===== config.mk =====
export PLATFORM = sky130hd
export DESIGN_NAME = instr_stim_gen
export DESIGN_NICKNAME = d
export VERILOG_FILES = /design/src/rtl/stim_pkg.sv /design/src/rtl/stim_lfsr.sv /design/src/rtl/instr_stim_gen.sv
export SDC_FILE = /design/constraint.sdc
export NUM_CORES = 1
export LEC_CHECK = 0
export BUFFER_PORTS_ARGS = -buffer_cell sky130_fd_sc_hd__buf_2
export CAP_MARGIN = 20
export CORE_ASPECT_RATIO = 2
export CORE_MARGIN = 10
export CORE_UTILIZATION = 55
export DETAILED_ROUTE_END_ITERATION = 10
export GPL_ROUTABILITY_DRIVEN = 0
export HOLD_SLACK_MARGIN = 0.05
export PLACE_DENSITY_LB_ADDON = 0.08
export SETUP_SLACK_MARGIN = 0.1
export SLEW_MARGIN = 10
export SYNTH_ARGS = -nofsm -noshare
export SYNTH_HDL_FRONTEND = slang
export SYNTH_HIERARCHICAL = 1
export SYNTH_SLANG_ARGS = --single-unit

===== constraint.sdc =====
create_clock -name clk -period 3.2 [get_ports clk]
set_input_delay 0.32 -clock clk [delete_from_list [all_inputs] [get_ports clk]]
set_output_delay 0.32 -clock clk [all_outputs]
set_load 0.005 [all_outputs]

===== src/rtl/stim_pkg.sv =====
// Shared constants and types for the RV32I instruction stimulus generator.
package stim_pkg;

    localparam logic [6:0]  OpcOpImm = 7'b0010011;
    localparam logic [6:0]  OpcOp    = 7'b0110011;
    localparam logic [31:0] NopInstr = 32'h0000_0013;
    localparam logic [31:0] LfsrPoly = 32'h8020_0003;

    typedef enum logic [1:0] {
        ModeItype = 2'd0,
        ModeRtype = 2'd1,
        ModeMixed = 2'd2,
        ModeNop   = 2'd3
    } mode_e;

    typedef enum logic [1:0] {
        StIdle = 2'd0,
        StRun  = 2'd1,
        StDone = 2'd2
    } state_e;

    // Right-shifting Galois step: feedback taps applied when the bit shifted out is 1.
    function automatic logic [31:0] lfsr_next(input logic [31:0] s);
        return (s >> 1) ^ (s[0] ? LfsrPoly : 32'h0);
    endfunction

endpackage


===== src/rtl/stim_lfsr.sv =====
// 32-bit Galois LFSR that advances only when stepped; a zero seed is forced to 1.
module stim_lfsr
    import stim_pkg::*;
#(
    parameter logic [31:0] SEED = 32'd158
) (
    input  logic        clk,
    input  logic        reset,
    input  logic        step,
    output logic [31:0] state
);

    localparam logic [31:0] InitState = (SEED == 32'd0) ? 32'd1 : SEED;

    logic [31:0] r_state;

    always_ff @(posedge clk) begin
        if (reset) begin
            r_state <= InitState;
        end else if (step) begin
            r_state <= lfsr_next(r_state);
        end
    end

    assign state = r_state;

endmodule


===== src/rtl/instr_stim_gen.sv =====
// Pseudo-random RV32I I/R-type instruction generator with a valid/ready output stream.
module instr_stim_gen
    import stim_pkg::*;
#(
    parameter logic [31:0] SEED     = 32'd158,
    parameter int unsigned NUM_REGS = 32,
    parameter int unsigned CNT_W    = 16
) (
    input  logic             clk,
    input  logic             reset,
    input  logic             start,
    input  logic [1:0]       mode,
    input  logic [CNT_W-1:0] max_count,
    input  logic             out_ready,
    output logic             out_valid,
    output logic [31:0]      out_instr,
    output logic [CNT_W-1:0] count,
    output logic             done
);

    localparam logic [4:0] RegMask = 5'(NUM_REGS - 1);

    state_e           r_fsm;
    mode_e            r_mode;
    logic [CNT_W-1:0] r_max;
    logic [CNT_W-1:0] r_count;
    logic             r_valid;
    logic             r_done;

    logic             w_step;
    logic [31:0]      w_state;
    logic [CNT_W-1:0] w_count_nxt;

    logic [11:0]      w_imm;
    logic [4:0]       w_rs1;
    logic [4:0]       w_rs2;
    logic [4:0]       w_rd;
    logic [2:0]       w_funct3;
    logic [6:0]       w_funct7;
    logic [31:0]      w_itype;
    logic [31:0]      w_rtype;
    logic [31:0]      w_instr;

    assign w_step = r_valid & out_ready;

    stim_lfsr #(
        .SEED (SEED)
    ) u_lfsr (
        .clk   (clk),
        .reset (reset),
        .step  (w_step),
        .state (w_state)
    );

    always_comb begin
        w_funct3 = w_state[19:17];
        w_rs1    = w_state[16:12] & RegMask;
        w_rd     = w_state[24:20] & RegMask;
        w_rs2    = w_state[29:25] & RegMask;

        // Shift-immediates only allow shamt plus the SRAI bit.
        unique case (w_funct3)
            3'd1:    w_imm = w_state[11:0] & 12'h01F;
            3'd5:    w_imm = w_state[11:0] & 12'h41F;
            default: w_imm = w_state[11:0];
        endcase

        if (w_state[30] && (w_funct3 == 3'd0 || w_funct3 == 3'd5)) begin
            w_funct7 = 7'h20;
        end else begin
            w_funct7 = 7'h00;
        end

        w_itype = {w_imm, w_rs1, w_funct3, w_rd, OpcOpImm};
        w_rtype = {w_funct7, w_rs2, w_rs1, w_funct3, w_rd, OpcOp};

        unique case (r_mode)
            ModeItype: w_instr = w_itype;
            ModeRtype: w_instr = w_rtype;
            ModeMixed: w_instr = w_state[31] ? w_rtype : w_itype;
            default:   w_instr = NopInstr;
        endcase
    end

    // Saturates only matter for unlimited runs; bounded runs stop at max_count.
    assign w_count_nxt = (&r_count) ? r_count : r_count + CNT_W'(1);

    always_ff @(posedge clk) begin
        if (reset) begin
            r_fsm   <= StIdle;
            r_mode  <= ModeItype;
            r_max   <= '0;
            r_count <= '0;
            r_valid <= 1'b0;
            r_done  <= 1'b0;
        end else begin
            unique case (r_fsm)
                StIdle, StDone: begin
                    if (start) begin
                        r_fsm   <= StRun;
                        r_mode  <= mode_e'(mode);
                        r_max   <= max_count;
                        r_count <= '0;
                        r_valid <= 1'b1;
                        r_done  <= 1'b0;
                    end
                end
                StRun: begin
                    if (w_step) begin
                        r_count <= w_count_nxt;
                        if (r_max != '0 && w_count_nxt == r_max) begin
                            r_fsm   <= StDone;
                            r_valid <= 1'b0;
                            r_done  <= 1'b1;
                        end
                    end
                end
                default: begin
                    r_fsm   <= StIdle;
                    r_valid <= 1'b0;
                    r_done  <= 1'b0;
                end
            endcase
        end
    end

    assign out_valid = r_valid;
    assign out_instr = r_valid ? w_instr : NopInstr;
    assign count     = r_count;
    assign done      = r_done;

endmodule


==> metrics <==
Main synth FF type dfxtp_1; Pleak 1.87 nW; area occupied by multi-input gates 2180 um2; RSZ-0062 raised after global routing false; top cells by count, synth 69 x dfxtp_1, 53 x nand2_1, 48 x nor2_1; vias in the first global route ~3500; HP Class in2reg; Critical Path RT 3.45 ns; Fmax achieved 342 MHz; Sequential Power Share 0.450; clock slew at reported path FFs 0.05 ns; largest cells by area after synthesis dfxtp_1 36%, mux2i_1 9.4%, nand2_1 5.2%; DRT iter0 DRCs 179; CP startpoint kind flip-flop; area leader, netlist dfxtp_1; Total Nets Final ~530; die width 79.0 um; Initial Utilization 0.557; FFs w/ async S/R, synth 0; vias post-DR approximately 3500; Max Cap Viol 0; vias per cell 5.87; grt total ovfl 0; first-pass GRT wire length 17.5 mm; CP max-delay cell or4_1; post-synthesis sequential area ratio 0.360; diodes inserted 0; Clk pwr share 0.420; Final Skew 0.00515 ns; H-tree depth 3; Worst-Skew Late Latency about 0.33 ns; area grow syn2layout 14.9%; min cycle time layout between 2 and 3 ns; Final Routed Wirelength 10.9 mm; slew margin rel. 0.443; DIE HEIGHT 138 um; DIE AREA 10900 um2; critical path type reg2reg; Synth Instances 446; Fin Setup TNS 0 ns; DRT Pass-1 Iters 4; critical path arrival ~3.2 ns; FILL cells between 600 and 700; P_sw ~530 uW; number of buffers and inverters on the critical path 0; CTS root buf clkbuf_16; post-route ant nets 0; crit-path max cell delay 0.57 ns; GRT Overall Usage 0.200; status finished, final reports clean; antenna violations before repair 0; I/O Buffers 65; CTS tree built; final hold vios 0; Core Util, Final 0.639; VDD IR max 0.437 mV; Comb power frac 0.130; Rows 43; Worst-Margin Slew between 0.8 and 0.9 ns; Clock Sinks 69; largest net degree at the start of global routing 38; Ports 72; core outline area a little under 7000 um2; Post-Layout Cell Count 601; # DRC 0; Unique masters post-synth 63; cell chain of the critical path ha_2 -> nand3_4 -> or4_1 -> a32o_1 -> or4b_4 -> a2111oi_4 -> nand4_2 -> o31ai_2; critical path's top delay family simple AND/OR/NAND/NOR gates; synthesized area 3830 um2; post-CTS setup buffer count 0; switching share of total power 0.259; mean cell area of the mapped netlist ~8.6 um2; critical path endpoint category flip-flop; placed cells just under 600; DP HPWL 8.17 mm; PD cells 465 nW/um2; Final Cycle Share 0.913; Synth warnings 6; Max Buffers Root-to-Sink 2; worst hold slack 0.223 ns; cell internal pwr 1.52 mW; wire length per cell 18.1 um; Yosys reg bits 69; cell with the most instances after synthesis dfxtp_1; register area 1380 um2; total CTS buffers 9; CP Max Fanout 9; fraction of layout cells with a size suffix above 1 0.231; Synth top area share 0.360; Post-synth EDFFs 0; Finish-stage setup viols 0; Power Total 2.05 mW; count of pins over their slew limit 0
power groups by stage:
stage          sequential, mW  clock (mW)  combinational [mW]
6_report                0.922       0.860               0.266
3_3_place_gp            0.938           0               0.264
3_5_place_dp            0.939           0               0.267
2_1_floorplan           0.931           0               0.210
5_1_grt                 0.925       0.913               0.295
4_1_cts                 0.921       0.881               0.268
placed cells by master, fill, tap and decap left out, types with 9 or more instances in the layout:
master,n
buf_4,17
clkbuf_16,9
nor4_1,9
a21oi_1,34
nand2_1,53
nor2_1,48
and2_1,10
and3_1,15
dfxtp_1,69
buf_2,65
mux2i_1,36
o21ai_0,14
logic make-up after synthesis:
| group | after synthesis | share of synthesized area |
|---|---|---|
| fa+ha+maj | 1 | 0.00326 |
| other cells | 2 | 0.00196 |
| flops | 69 | 0.360 |
| simple gates | 191 | 0.269 |
| xor+xnor | 16 | 0.0366 |
| mux | 37 | 0.0970 |
| buf+inv | 41 | 0.0741 |
| compound gates | 89 | 0.157 |
timing repair:
action / CTS / global route
setup endpoints to repair: 0 / 3
gates resized for setup: 0 / 1
hold buffers: 0 / 0
state kept, by name, indices dropped and copies added (netlist names):
name	count
u_lfsr/state	32
r_max	16
r_mode	2
count	16
out_valid	1
r_fsm	1
done	1
per-stage QoR:
| step | setup slack [ns] | cell area, um2 |
|---|---|---|
| finish | 0.277 | 4400 |
| global route | 0.128 | 4400 |
| CTS | 0.236 | 4400 |
| detailed placement | 0.254 | 4150 |
| global placement | 0.354 | 4150 |
| floorplan | 0.366 | 3850 |
worst paths after layout:
path / cells past startpoint / end / from / slack [ns]
worst max register to register: 8 / done / count[0] / 0.28
worst min-delay path: 3 / r_max[10] / max_count[10] / 0.22
worst max-delay path: 8 / done / count[0] / 0.28
worst min register to register: 2 / r_max[15] / r_max[15] / 0.48
metal layers:
layer  global-route usage  share of wire  up-vias
li1                     -              -     1709
met1                0.188           0.35     1646
met2                0.360           0.54      127
met3               0.0617          0.052       48
met4                0.121          0.057        0
met5                    0              0        -
tightest hold or removal path, stage by stage:
cell,delay [ns]
buf_2,0.09
nand2_1,0.05
a21oi_1,0.05
cell type report:
cell class	count	share of cell area
clock buffer	12	0.0537
clock inverter	2	0.00284
tap	90	0.0256
sequential	69	0.314
multi-input combinational	340	0.496
timing repair buffer	82	0.103
inverter	6	0.00512
(Power assumes the default switching activity.)
